$ cat src/rtl/branch_resolve_unit.sv
// Execute-stage branch resolution: in-order FIFO of fetch-time predictions, compared at EX to raise BTB
// update strobes, a fetch redirect and a timed flush. Optional perf counters under BRU_PERF_CNT_EN.
module branch_resolve_unit #(
    parameter int DEPTH        = 4,
    parameter int FLUSH_CYCLES = 2
) (
    input  logic        clk,
    input  logic        rst,
    input  logic        fetch_valid,
    output logic        fetch_ready,
    input  logic [31:0] fetch_pc,
    input  logic [31:0] fetch_pred_pc,
    input  logic        fetch_btb_hit,
    input  logic [1:0]  fetch_btb_idx,
    input  logic        ex_valid,
    input  logic        ex_is_branch,
    input  logic        ex_taken,
    input  logic [31:0] ex_target,
    output logic        alu_recover1,
    output logic        alu_recover2,
    output logic        pcplus4_recover,
    output logic [31:0] pc_branch,
    output logic [31:0] target_address,
    output logic [1:0]  BTB_kill_idx,
    output logic        redirect_valid,
    output logic [31:0] redirect_pc,
`ifdef BRU_PERF_CNT_EN
    output logic [31:0] perf_branches,
    output logic [31:0] perf_mispredicts,
`endif
    output logic        flush
);

    localparam int AW  = $clog2(DEPTH);
    localparam int CTW = AW + 1;
    localparam int FCW = (FLUSH_CYCLES > 1) ? $clog2(FLUSH_CYCLES) : 1;

    typedef enum logic {S_RUN = 1'b0, S_FLUSH = 1'b1} state_t;

    state_t           r_state;
    state_t           w_state_next;
    logic [FCW-1:0]   r_flush_cnt;

    logic [31:0]      r_pc_mem   [DEPTH];
    logic [31:0]      r_pred_mem [DEPTH];
    logic             r_hit_mem  [DEPTH];
    logic [1:0]       r_idx_mem  [DEPTH];
    logic [AW-1:0]    r_wr_ptr;
    logic [AW-1:0]    r_rd_ptr;
    logic [CTW-1:0]   r_count;

    logic             w_full, w_empty, w_push, w_pop, w_taken, w_mis, w_enter_flush;
    logic [31:0]      w_head_pc, w_head_pred, w_actual;
    logic             w_head_hit;
    logic [1:0]       w_head_idx;

    logic             r_rec1, r_rec2, r_rec_p4, r_redirect_valid;
    logic [31:0]      r_pc_branch, r_target_address, r_redirect_pc;
    logic [1:0]       r_kill_idx;

    assign w_full      = (r_count == CTW'(DEPTH));
    assign w_empty     = (r_count == '0);
    assign w_push      = fetch_valid && fetch_ready;
    assign w_pop       = ex_valid && (r_state == S_RUN) && !w_empty;
    assign w_head_pc   = r_pc_mem[r_rd_ptr];
    assign w_head_pred = r_pred_mem[r_rd_ptr];
    assign w_head_hit  = r_hit_mem[r_rd_ptr];
    assign w_head_idx  = r_idx_mem[r_rd_ptr];
    assign w_taken     = ex_is_branch && ex_taken;
    assign w_actual    = w_taken ? ex_target : (w_head_pc + 32'd4);
    assign w_mis       = (w_actual != w_head_pred);
    assign w_enter_flush = (r_state == S_RUN) && (w_state_next == S_FLUSH);

    // FSM: state register
    always_ff @(posedge clk) begin
        if (rst) begin
            r_state     <= S_RUN;
            r_flush_cnt <= '0;
        end else begin
            r_state <= w_state_next;
            if (w_enter_flush)
                r_flush_cnt <= FCW'(FLUSH_CYCLES - 1);
            else if (r_state == S_FLUSH && r_flush_cnt != '0)
                r_flush_cnt <= r_flush_cnt - FCW'(1);
        end
    end

    // FSM: next-state logic
    always_comb begin
        w_state_next = r_state;
        case (r_state)
            S_RUN:   if (w_pop && w_mis) w_state_next = S_FLUSH;
            S_FLUSH: if (r_flush_cnt == '0) w_state_next = S_RUN;
            default: w_state_next = S_RUN;
        endcase
    end

    // FSM: outputs
    always_comb begin
        flush       = (r_state == S_FLUSH);
        fetch_ready = (r_state == S_RUN) && !w_full;
    end

    // Entry storage carries no reset; only slots behind valid pointers are ever read.
    always_ff @(posedge clk) begin
        if (w_push) begin
            r_pc_mem[r_wr_ptr]   <= fetch_pc;
            r_pred_mem[r_wr_ptr] <= fetch_pred_pc;
            r_hit_mem[r_wr_ptr]  <= fetch_btb_hit;
            r_idx_mem[r_wr_ptr]  <= fetch_btb_idx;
        end
    end

    always_ff @(posedge clk) begin
        if (rst || w_enter_flush) begin
            r_wr_ptr <= '0;
            r_rd_ptr <= '0;
            r_count  <= '0;
        end else begin
            if (w_push) r_wr_ptr <= r_wr_ptr + AW'(1);
            if (w_pop)  r_rd_ptr <= r_rd_ptr + AW'(1);
            case ({w_push, w_pop})
                2'b10:   r_count <= r_count + CTW'(1);
                2'b01:   r_count <= r_count - CTW'(1);
                default: r_count <= r_count;
            endcase
        end
    end

    always_ff @(posedge clk) begin
        if (rst) begin
            r_rec1           <= 1'b0;
            r_rec2           <= 1'b0;
            r_rec_p4         <= 1'b0;
            r_redirect_valid <= 1'b0;
            r_pc_branch      <= '0;
            r_target_address <= '0;
            r_kill_idx       <= '0;
            r_redirect_pc    <= '0;
        end else begin
            r_rec1           <= w_pop && w_taken && !w_head_hit;
            r_rec2           <= w_pop && w_taken && w_head_hit && w_mis;
            r_rec_p4         <= w_pop && !w_taken && w_head_hit && w_mis;
            r_redirect_valid <= w_pop && w_mis;
            if (w_pop) begin
                r_pc_branch      <= w_head_pc;
                r_target_address <= ex_target;
                r_kill_idx       <= w_head_idx;
            end
            if (w_pop && w_mis)
                r_redirect_pc <= w_actual;
        end
    end

    assign alu_recover1    = r_rec1;
    assign alu_recover2    = r_rec2;
    assign pcplus4_recover = r_rec_p4;
    assign redirect_valid  = r_redirect_valid;
    assign redirect_pc     = r_redirect_pc;
    assign pc_branch       = r_pc_branch;
    assign target_address  = r_target_address;
    assign BTB_kill_idx    = r_kill_idx;

`ifdef BRU_PERF_CNT_EN
    logic [31:0] r_perf_br, r_perf_mis;

    // Saturating counters; mispredicts include non-branch fall-through mispredictions.
    always_ff @(posedge clk) begin
        if (rst) begin
            r_perf_br  <= '0;
            r_perf_mis <= '0;
        end else begin
            if (w_pop && ex_is_branch && r_perf_br != 32'hFFFF_FFFF)
                r_perf_br <= r_perf_br + 32'd1;
            if (w_pop && w_mis && r_perf_mis != 32'hFFFF_FFFF)
                r_perf_mis <= r_perf_mis + 32'd1;
        end
    end

    assign perf_branches    = r_perf_br;
    assign perf_mispredicts = r_perf_mis;
`endif

endmodule
$ cat config.mk
export PLATFORM = sky130hd
export DESIGN_NAME = branch_resolve_unit
export DESIGN_NICKNAME = d
export VERILOG_FILES = /design/src/rtl/branch_resolve_unit.sv
export SDC_FILE = /design/constraint.sdc
export NUM_CORES = 1
export LEC_CHECK = 0
export ABC_CLOCK_PERIOD_IN_PS = 6300
export CORE_MARGIN = 2
export CORE_UTILIZATION = 40
export CTS_CLUSTER_SIZE = 25
export DETAILED_ROUTE_END_ITERATION = 10
export HOLD_SLACK_MARGIN = 0.06
export PLACE_DENSITY = 0.59
export SKIP_CTS_REPAIR_TIMING = 1
export SKIP_LAST_GASP = 1
export SLEW_MARGIN = 10
export SYNTH_ARGS = -nofsm -noshare
export SYNTH_HDL_FRONTEND = slang
export SYNTH_SLANG_ARGS = --single-unit
export TNS_END_PERCENT = 1
$ cat constraint.sdc
create_clock -name clk -period 6.3 [get_ports clk]
set_input_delay 1.26 -clock clk [delete_from_list [all_inputs] [get_ports clk]]
set_output_delay 1.26 -clock clk [all_outputs]
set_load 0.05 [all_outputs]
## After elaboration in Yosys (flattened, before gate mapping)

Memory sizes are Yosys's and may differ from the RTL's. A register that Yosys moved wholly into a read port is not among the register bits.
Cells that the tools add are included.

- Add/subtract/negate cells: 6
- Equal/unequal tests: 4
- Multiplexer cells: 15
- Bitwise logic cells: 1
- Reduce and logical (&&, ||, !) cells: 23

Operators by type and width:

| kind | count |
|---|---|
| $add 32x3->32 const B | 1 |
| $mux 32 | 1 |
| $ne 32x32->1 | 1 |
| $logic_and 1x1->1 | 15 |
| $mux 2 | 6 |
| $mux 1 | 6 |
| $pmux 3 s2 | 1 |
| $add 2x1->2 const B | 2 |
| $logic_not 1->1 | 4 |
| $reduce_bool 2->1 | 2 |
| $add 3x1->3 const B | 1 |
| $eq 3x3->1 const B | 1 |
| $logic_not 3->1 | 1 |
| $sub 3x1->3 const B | 1 |
| $eq 2x1->1 const B | 1 |
| $eq 2x2->1 const B | 1 |
| $pmux 1 s2 | 1 |
| $logic_or 1x1->1 | 1 |
| $not 1->1 | 1 |
| $sub 1x1->1 const B | 1 |

- Bits in registers: 109
- RAM bits: 268
- Input port bits: 105
- Output and inout port bits: 104
- Word-level logic and storage cells: 65
- Memories kept: 4

Memories:

| memory | depth | width | rd ports | clocked after Yosys merged registers in | wr ports | line | text |
|---|---|---|---|---|---|---|---|
| r_pc_mem | 4 | 32 | 1 | 1 | 1 | 44 | `logic [31:0] r_pc_mem [DEPTH];` |
| r_pred_mem | 4 | 32 | 1 | 1 | 1 | 45 | `logic [31:0] r_pred_mem [DEPTH];` |
| r_idx_mem | 4 | 2 | 1 | 1 | 1 | 47 | `logic [1:0] r_idx_mem [DEPTH];` |
| r_hit_mem | 4 | 1 | 1 | 1 | 1 | 46 | `logic r_hit_mem [DEPTH];` |

## Longest topological paths before layout

Gate-level depths: netlist (run 1).

- Depth in word-level cells: 9
- Gate-level depth with buffers: 18
- Depth with buffers taken out: 11

## Worst setup path after synthesis (run 1)

No wires, ideal clock.

- Path kind: reg-to-reg
- From: register (tool-made name)
- To: register (tool-made name)
- Library setup time: 70 ps
- Arrival time: 4148 ps
- Required time: 6230 ps
- Setup slack: 2082 ps
- Stages on the path, launching flop included: 17
- Path buffers: 7
- Clock period less this slack: 4218 ps
- Path through: dfxtp_1 -> buf_6 -> buf_12 -> buf_12 -> buf_6 -> buf_6 -> buf_2 -> mux4_2 -> a221oi_1 -> nand3_1 -> a2111o_1 -> nor4b_1 -> nand4_1 -> or4_1 -> buf_2 -> or3_1 -> a21oi_1

==> impl_metrics.tcl, run 1 <==
set metrics [dict create \
    ir_drop_mv 0.2818 \
    h-tree-depth 2 \
    wl_mm 45.70 \
    first_iter_violations 945 \
    antenna_left 0 \
    syn_area_um2 16020 \
    slew_viol_final 0 \
    synth_commonest_cells "edfxtp_1 (268), nand2_1 (160), dfxtp_1 (113)" \
    finClkSkew_ps 13.98 \
    cts_buffers 41 \
    async_flop_share_pct 0 \
    first_global_vias 10410 \
    fin_nets 1489 \
    synth_edf_count 268 \
    hp-class "reg2reg" \
    run_status "finished clean" \
    cp.arrival_ps 5400 \
    whs_ps 452.0 \
    start_util_pct 40.41 \
    grt_overflow_total 0 \
    max_freq_mhz 199.7 \
    crit_top_cell "or4_1" \
    core_area_um2 39640 \
    grtUsageTotal_pct 22.01 \
    rows 73 \
    die_area_um2 41670 \
    maxCapViolations 0 \
    fillers 3500 \
    max_stage_delay_ps 780 \
    required_ps 6690 \
    grt_max_degree 93 \
    drive_above_1_share_pct 12.28 \
    hold_viol_final 0 \
    placed_cells 1859 \
    synth.most_common_cell "edfxtp_1" \
    syn-num-nets 1286 \
    critPathSlowestCell "or4_1" \
    clk_latency_ps 550 \
    io_pins 209 \
    cts-root-buf "clkbuf_16" \
    place_congestion 0.9227 \
    ys_ff_latch 381 \
    cp.depth 12 \
    fin_crit_sh_pct 79.47 \
    firstDrtPassIters 7 \
    synth_area_leaders "edfxtp_1 (50%), dfxtp_1 (14%), mux4_2 (9.4%)" \
    die_w_um 204.1 \
    cp_num_buf_inv 2 \
    critPathTopFamily "simple AND/OR/NAND/NOR gates" \
    worstMarginPinSlew_ps 1084 \
    p_leak_nw 6.339 \
    io_buffers 208 \
    powerDensity_nw_per_um2 403.7 \
    viasPerCell 5.466 \
    cts_tree "built" \
    syn_inst 1174 \
    r2r_end "redirect_pc[0]$_SDFFE_PP0P_" \
    syn_to_final_growth_pct 24.13 \
    final_cells 1934 \
    netlist.area_leader.share_pct 50.23 \
    die_height_um 204.1 \
    synth_area_leader_cell "edfxtp_1" \
    relSlewSlack_pct 27.71 \
    fin_tns_setup_ps 0 \
    reg2reg_depth 12 \
    critPathKind "reg2reg" \
    cp_max_fo 39 \
    dp_hpwl_mm 32.15 \
    crit_chain "buf_12 -> mux4_2 -> and4_1 -> nand3_1 -> nor4_1 -> nor3_1 -> o32a_1 -> or4_1 -> or4_1 -> buf_4 -> a21oi_1 -> a211oi_1" \
    cts.sinks 381 \
    synth.avg_cell_area_um2 13.65 \
    clockBufferDepth 3 \
    antenna_found_initial 0 \
    cp-endpoint "redirect_pc[0]$_SDFFE_PP0P_" \
    synthDistinctLibCells 70 \
    p_total_mw 8.029 \
    cp-end-kind "flop" \
    start_kind "flop" \
    r2r_slack_ps 1290 \
    vias 10570 \
    drc 0 \
    ys_seq_area_share_pct 64.35 \
    min_period_ps 5006 \
    ys.flop_type "edfxtp_1" \
    diodes 0 \
    grt_pass1_wl_mm 67.59 \
    yosys_warnings 0 \
    clkSlewWorstSetupHoldPaths_ps 60 \
    setup_viol 0 \
    wl_per_cell_um 23.63 \
    grt_setup_unrepaired "no" \
]
## cells in the final DEF (no fill, tap or decap), types with 11 or more instances in the layout
master	instances
mux4_2	67
clkbuf_1	11
nand2b_1	26
xnor2_1	40
xor2_1	32
edfxtp_1	268
buf_4	25
nor2_1	43
o21ai_0	34
clkdlybuf4s50_1	207
nand4_1	11
a211oi_1	20
nand2_1	159
a21oi_1	90
clkbuf_16	43
nand3_1	30
mux2i_1	13
dfxtp_1	111
nor3_1	16
inv_1	11
## final cells by class
cell class	count	area, um2	area share, %
inverters	12	45.04	0.2265
well taps	525	656.9	3.303
repair buffers	234	2300	11.56
flip-flops and latches	381	10310	51.87
clock buffers	57	1152	5.795
multi-input cells	707	5321	26.76
clock inverters	18	95.09	0.4782
## state kept, by name, summed over array words and instances, names as in the netlist, 2 cells and up, named ones only
signal,count
r_wr_ptr,2
BTB_kill_idx,2
pc_branch,32
r_hit_mem,4
r_rd_ptr,2
r_pred_mem,128
r_pc_mem,128
redirect_pc,32
target_address,32
r_count,3
r_idx_mem,8
## how the worst min path moves through the flow
stage,start,slack (ps),cells past startpoint,end
2_1_floorplan,r_flush_cnt$_SDFFE_PP0P_,450,2,flush$_SDFF_PP0_
3_5_place_dp,target_address[17]$_SDFFE_PP0P_,450,2,target_address[17]$_SDFFE_PP0P_
6_report,target_address[23]$_SDFFE_PP0P_,450,2,target_address[23]$_SDFFE_PP0P_
3_3_place_gp,target_address[23]$_SDFFE_PP0P_,440,2,target_address[23]$_SDFFE_PP0P_
5_1_grt,target_address[10]$_SDFFE_PP0P_,470,2,target_address[10]$_SDFFE_PP0P_
4_1_cts,pc_branch[3]$_SDFFE_PP0P_,450,2,pc_branch[3]$_SDFFE_PP0P_
## worst min-delay path, delay by kind of cell, from the launching register on
| kind | cells | cell delay [ps] |
|---|---|---|
| simple gates | 1 | 50 |
| compound gates | 1 | 50 |
| flops | 1 | 300 |
## power breakdown
group / internal [mW] / total (mW) / switching (mW)
sequential: 3.15 / 3.32 / 0.168
combinational: 0.790 / 2.47 / 1.68
clock: 1.28 / 2.24 / 0.955
total: 5.22 / 8.03 / 2.80
## logic make-up (layout without fill, tap and decap cells)
family | count (synthesis) | after routing | share of synthesized area (%)
multiplexers | 83 | 83 | 10.44
AND/OR/NAND/NOR | 355 | 355 | 10.87
XOR/XNOR | 72 | 72 | 3.936
flip-flops | 381 | 381 | 64.35
buffers and inverters | 86 | 321 | 2.601
AO/OA/AOI/OAI | 190 | 190 | 7.201
adder cells (fa/ha/maj) | 7 | 7 | 0.5936
## per-stage QoR
| stage | area, um2 | utilization, % | setup WS [ps] |
|---|---|---|---|
| after detailed placement | 18640 | 47.02 | 1252 |
| after global routing | 19890 | 50.16 | 976.8 |
| after global placement | 18640 | 47.02 | 1343 |
| final | 19890 | 50.16 | 1294 |
| after CTS | 19890 | 50.16 | 1331 |
| after floorplan | 16020 | - | 2082 |
## layer usage
layer | GRT usage [%] | vias to the layer above | wire length [um]
li1 | - | 4844 | -
met1 | 30.73 | 5294 | 20210
met2 | 35.15 | 373 | 21640
met3 | 4.241 | 60 | 2723
met4 | 6.315 | 0 | 1128
met5 | 0 | - | 0
Note: power is estimated with default switching activity, not from simulation.
==> run 2, diff against run 1 <==
--- a/config.mk
+++ b/config.mk
@@ -5,13 +5,13 @@
 export SDC_FILE = /design/constraint.sdc
 export NUM_CORES = 1
 export LEC_CHECK = 0
-export ABC_CLOCK_PERIOD_IN_PS = 6300
+export ABC_CLOCK_PERIOD_IN_PS = 4300
 export CORE_MARGIN = 2
 export CORE_UTILIZATION = 40
 export CTS_CLUSTER_SIZE = 25
 export DETAILED_ROUTE_END_ITERATION = 10
 export HOLD_SLACK_MARGIN = 0.06
-export PLACE_DENSITY = 0.59
+export PLACE_DENSITY = 0.61
 export SKIP_CTS_REPAIR_TIMING = 1
 export SKIP_LAST_GASP = 1
 export SLEW_MARGIN = 10
==> constraint.sdc (replaced) <==
create_clock -name clk -period 4.3 [get_ports clk]
set_input_delay 0.86 -clock clk [delete_from_list [all_inputs] [get_ports clk]]
set_output_delay 0.86 -clock clk [all_outputs]
set_load 0.05 [all_outputs]
==> run 2 against run 1 <==
  * Critical path depth is the same
  * Clock-buffer cell count rose by 3
  * Sequential power rose by 46%
  * Final area rose by 5.8%
  * First-iteration DRC count is 3.2% lower
  * Critical path type unchanged
  * Largest power group unchanged
==> impl_metrics.tcl, run 2 (synthesized netlist as in run 1, its figures left out) <==
set metrics [dict create \
    fin_nets 1598 \
    io_pins 209 \
    dp_hpwl_mm 33.50 \
    maxCapViolations 0 \
    antenna_left 0 \
    first_global_vias 10820 \
    slew_viol_final 0 \
    cts-root-buf "clkbuf_16" \
    critPathKind "reg2reg" \
    fin_crit_sh_pct 98.92 \
    die_w_um 204.1 \
    wl_per_cell_um 22.99 \
    place_ws_ps -167.8 \
    viasPerCell 5.376 \
    grtUsageTotal_pct 22.36 \
    clkSlewWorstSetupHoldPaths_ps 60 \
    cp_num_buf_inv 2 \
    powerDensity_nw_per_um2 580.7 \
    max_freq_mhz 235.1 \
    critPathSlowestCell "or4_1" \
    syn_to_final_growth_pct 31.27 \
    fillers 3432 \
    p_leak_nw 6.969 \
    required_ps 4740 \
    start_util_pct 40.41 \
    drive_above_1_share_pct 19.37 \
    first_iter_violations 915 \
    die_area_um2 41670 \
    io_buffers 208 \
    antenna_found_initial 0 \
    crit_chain "clkbuf_4 -> buf_4 -> mux4_2 -> nand3_2 -> or4_4 -> or3_4 -> a211oi_2 -> o32ai_1 -> or4_1 -> or4_4 -> or3_1 -> a21oi_1" \
    cts.sinks 381 \
    ir_drop_mv 0.4081 \
    grt_setup_unrepaired "yes" \
    critPathTopFamily "simple AND/OR/NAND/NOR gates" \
    start_kind "flop" \
    cp.arrival_ps 4690 \
    cp_max_fo 8 \
    cp-end-kind "flop" \
    hold_viol_final 0 \
    vias 10980 \
    layout_commonest_cell "edfxtp_1" \
    reg_top3 "r_pc_mem: 128 flops, r_pred_mem: 128 flops" \
    place_congestion 0.9460 \
    fin_tns_setup_ps 0 \
    max_stage_delay_ps 550 \
    h-tree-depth 2 \
    grt_pass1_wl_mm 68.30 \
    hp-start "pc_branch[4]$_SDFFE_PP0P_" \
    wl_mm 46.97 \
    die_height_um 204.1 \
    hp-class "reg2reg" \
    diodes 0 \
    cts_tree "built" \
    setup_viol 0 \
    placed_cells 1947 \
    layout_common_cells "edfxtp_1 (268), clkdlybuf4s50_1 (207), nand2_1 (159)" \
    crit_top_cell "or4_4" \
    grt_overflow_total 0 \
    firstDrtPassIters 5 \
    core_area_um2 39640 \
    clk_latency_ps 560 \
    rows 73 \
    grt_max_degree 108 \
    run_status "finished clean" \
    worstMarginPinSlew_ps 1156 \
    min_period_ps 4254 \
    finClkSkew_ps 20.80 \
    cts_buffers 41 \
    relSlewSlack_pct 22.96 \
    final_cells 2043 \
    setup_ws_ps 46.23 \
    clockBufferDepth 3 \
    drc 0 \
]
run 2: changes by cell type in the layout (fill, tap and decap cells not counted), sizes merged:
cell      change
buf         +108
clkinv        -8
inv           +2
clkinvlp      +1
clkbuf        +4
bufinv        +2
run 2: through the flow:
step	instance area, um2	hold slack, ps	power [mW]	utilization [%]
3_3_place_gp	19440	442.9	8.801	49.03
5_1_grt	21030	468.5	12.72	53.05
6_report	21030	451.5	12.21	53.05
3_5_place_dp	19440	445.6	8.835	49.03
2_1_floorplan	16020	445.0	7.214	-
4_1_cts	20750	454.2	12.26	52.34
run 2: layer usage:
| metal | vias up | share of wire, % | routed length [um] | global-route usage, % |
|---|---|---|---|---|
| met5 | - | 0 | 0 | 0 |
| met4 | 0 | 3.0 | 1393 | 7.609 |
| met3 | 69 | 6.1 | 2867 | 3.683 |
| met2 | 382 | 48 | 22390 | 36.19 |
| met1 | 5470 | 43 | 20320 | 30.71 |
| li1 | 5063 | - | - | - |
run 2: worst paths after layout:
check | to | slack [ps] | cells after the start
worst max-delay path | flop | 50 | 12
worst min register to register | pc_branch[4]$_SDFFE_PP0P_ | 450 | 2
worst max register to register | flop | 50 | 12
worst min-delay path | pc_branch[4]$_SDFFE_PP0P_ | 450 | 2
run 2: layout make-up:
cell class              count  area [um2]  area share, %
flip-flops and latches    381       10310          49.05
clock buffers              60        1180          5.610
repair buffers            343        3283          15.61
multi-input cells         707        5418          25.76
well taps                 525       656.9          3.124
inverters                  12       45.04         0.2142
clock inverters            15       132.6         0.6307
run 2: power by group:
group	total (mW)	internal, mW	switching [mW]
clock	3.41	2.03	1.38
combinational	3.94	1.40	2.54
sequential	4.86	4.61	0.242
total	12.2	8.05	4.17
run 2: tightest hold or removal path: cells and delay by family (launching register included):
kind	cells	cell delay [ps]
flip-flops	1	300
AND/OR/NAND/NOR	1	50
AO/OA/AOI/OAI	1	50
==> run 3, diff against run 2 <==
--- a/config.mk
+++ b/config.mk
@@ -5,13 +5,14 @@
 export SDC_FILE = /design/constraint.sdc
 export NUM_CORES = 1
 export LEC_CHECK = 0
+export ABC_AREA = 1
 export ABC_CLOCK_PERIOD_IN_PS = 4300
 export CORE_MARGIN = 2
-export CORE_UTILIZATION = 40
+export CORE_UTILIZATION = 50
 export CTS_CLUSTER_SIZE = 25
 export DETAILED_ROUTE_END_ITERATION = 10
 export HOLD_SLACK_MARGIN = 0.06
-export PLACE_DENSITY = 0.61
+export PLACE_DENSITY = 0.74
 export SKIP_CTS_REPAIR_TIMING = 1
 export SKIP_LAST_GASP = 1
 export SLEW_MARGIN = 10
==> run 3 against run 2 <==
  * Clock-buffer cell count shrank 8
  * Sequential share of layout area up 1.2 points
  * Via count grew 24%
  * Sequential power increased by 4%
  * Power increased by 16%
  * Register-to-register slack improved by 360 ps
  * Largest cell class unchanged
  * Wire length increased by 2.1%
==> impl_metrics.tcl, run 3 <==
set metrics [dict create \
    cts-root-buf "clkbuf_16" \
    start_kind "flop" \
    r2r_slack_ps 410 \
    max_stage_delay_ps 490 \
    netlist.area_leader.share_pct 47.89 \
    cts.sinks 381 \
    grt_max_degree 109 \
    core_area_um2 33280 \
    die_w_um 187.3 \
    ys.flop_type "edfxtp_1" \
    synth.most_common_cell "nand2_1" \
    crit_top_cell "nand2_1" \
    grt_setup_unrepaired "no" \
    die_height_um 187.3 \
    antenna_found_initial 2 \
    finClkSkew_ps 8.518 \
    grt_overflow_total 0 \
    fillers 2760 \
    yosys_warnings 0 \
    placed_cell_area_um2 19220 \
    drive_above_1_share_pct 7.347 \
    grtUsageTotal_pct 27.09 \
    multiInputGateArea_um2 5738 \
    maxCapViolations 0 \
    setup_ws_ps 408.7 \
    ys_seq_area_share_pct 61.35 \
    powerDensity_nw_per_um2 690.4 \
    required_ps 4770 \
    clockBufferDepth 3 \
    hp-class "reg2reg" \
    clk_latency_ps 550 \
    synth_area_leader_cell "edfxtp_1" \
    final_area_um2 20540 \
    grt_pass1_wl_mm 73.21 \
    crit_chain "inv_2 -> buf_4 -> buf_4 -> nand3_1 -> nand3_1 -> nand2_1 -> nand2_1 -> nand3_1 -> nor2_1 -> nand2_1 -> nor2_1 -> nand2_1 -> nor2_1 -> nand2_1 -> nor2_1 -> nand2_1 -> nor2_2 -> nand3_4 -> nand2_8 -> nand2_2 -> nor2_1" \
    p_total_mw 14.18 \
    fin_crit_sh_pct 90.50 \
    cp.depth 21 \
    synth.avg_cell_area_um2 9.301 \
    rows 67 \
    cp_max_fo 48 \
    viasPerCell 5.489 \
    syn-num-nets 1919 \
    p_leak_nw 8.107 \
    wl_mm 47.93 \
    diodes 0 \
    ys_ff_latch 381 \
    ir_drop_mv 0.3944 \
    syn_area_um2 16810 \
    clkSlewWorstSetupHoldPaths_ps 60 \
    hold_viol_final 0 \
    place_ws_ps 360.3 \
    place_congestion 0.9915 \
    synth_commonest_cells "nand2_1 (621), edfxtp_1 (268), nor2_1 (176)" \
    async_flop_share_pct 0 \
    vias 13590 \
    setup_viol 0 \
    synth_area_leaders "edfxtp_1 (48%), nand2_1 (14%), dfxtp_1 (13%)" \
    worstMarginPinSlew_ps 713.2 \
    h-tree-depth 2 \
    critPathTopFamily "simple AND/OR/NAND/NOR gates" \
    cp_num_buf_inv 3 \
    min_period_ps 3891 \
    io_pins 209 \
    regArea_um2 10310 \
    die_area_um2 35090 \
    relSlewSlack_pct 52.45 \
    antenna_left 0 \
    cp.arrival_ps 4360 \
    slew_viol_final 0 \
    layout_commonest_cell "nand2_1" \
    synthDistinctLibCells 36 \
    critPathSlowestCell "buf_4" \
    wl_per_cell_um 19.36 \
    drc 0 \
    syn_to_final_growth_pct 22.22 \
    critPathKind "reg2reg" \
    syn_inst 1807 \
    firstDrtPassIters 6 \
    reg_top3 "r_pc_mem: 128 flops, r_pred_mem: 128 flops" \
    dp_hpwl_mm 33.21 \
    synth_edf_count 268 \
    first_global_vias 12650 \
    reg2reg_depth 21 \
    first_iter_violations 1374 \
    start_util_pct 50.50 \
    io_buffers 208 \
    fin_nets 2108 \
    cts_tree "built" \
    layout_common_cells "nand2_1 (621), edfxtp_1 (268), clkdlybuf4s50_1 (208)" \
    cts_buffers 40 \
    max_freq_mhz 257.0 \
    cp-end-kind "flop" \
    run_status "finished clean" \
]
[run 3: area by class of cell]
class                   count  share of cell area (%)
clock buffers              52                   5.141
clock inverters            22                   1.084
inverters                  76                   1.407
multi-input cells        1261                   27.94
flip-flops and latches    381                   50.22
well taps                 448                   2.729
repair buffers            236                   11.48
[run 3: routing by layer]
metal	global-route usage, %	vias to the layer above	wire [um]
li1	-	6481	-
met1	37.94	6465	20170
met2	43.59	564	22460
met3	4.634	80	4138
met4	7.906	0	1164
met5	0	-	0
[run 3: metrics by stage]
step | std cells | util [%] | hold slack [ps] | setup TNS [ps]
after global placement | 2401 | 57.77 | 436.4 | 0
after detailed placement | 2401 | 57.77 | 443.2 | 0
final | 2476 | 61.72 | 461.7 | 0
after CTS | 2475 | 61.61 | 463.5 | 0
after floorplan | 1807 | - | 425.5 | -240000
after global routing | 2476 | 61.72 | 484.6 | 0
[run 3: worst min path at each step]
stage / startpoint / cells past startpoint / slack, ps / to
after floorplan: r_flush_cnt$_SDFFE_PP0P_ / 2 / 430 / r_flush_cnt$_SDFFE_PP0P_
after global placement: r_flush_cnt$_SDFFE_PP0P_ / 2 / 440 / r_flush_cnt$_SDFFE_PP0P_
after detailed placement: r_flush_cnt$_SDFFE_PP0P_ / 2 / 440 / r_flush_cnt$_SDFFE_PP0P_
after CTS: redirect_pc[29]$_SDFFE_PP0P_ / 2 / 460 / redirect_pc[29]$_SDFFE_PP0P_
after global routing: redirect_pc[0]$_SDFFE_PP0P_ / 2 / 480 / redirect_pc[0]$_SDFFE_PP0P_
final: redirect_pc[4]$_SDFFE_PP0P_ / 2 / 460 / redirect_pc[4]$_SDFFE_PP0P_
[run 3: cell families (layout without fill, tap and decap cells)]
family	count (synthesis)	after routing	share of synthesized area [%]
flops	381	381	61.35
xor+xnor	6	6	0.3127
buf+inv	165	386	4.705
compound gates	197	197	6.417
simple gates	1051	1051	26.65
fa+ha+maj	7	7	0.5658
[run 3: worst register-to-register path, stage by stage, from the launching register on]
cell,delay [ps]
dfxtp_2,380
inv_2,180
buf_4,490
buf_4,510
nand3_1,220
nand3_1,160
nand2_1,110
nand2_1,70
nand3_1,80
nor2_1,100
nand2_1,50
nor2_1,100
nand2_1,50
nor2_1,90
nand2_1,60
nor2_1,80
nand2_1,70
nor2_2,120
nand3_4,230
nand2_8,300
nand2_2,180
nor2_1,180
[run 3: power by group]
group | total [mW] | leakage, nW | internal, mW | switching (mW)
Clock | 3.36 | 0.627 | 1.94 | 1.43
Sequential | 5.05 | 3.38 | 4.74 | 0.311
Combinational | 5.77 | 4.10 | 1.63 | 4.14
Total | 14.2 | 8.11 | 8.31 | 5.87
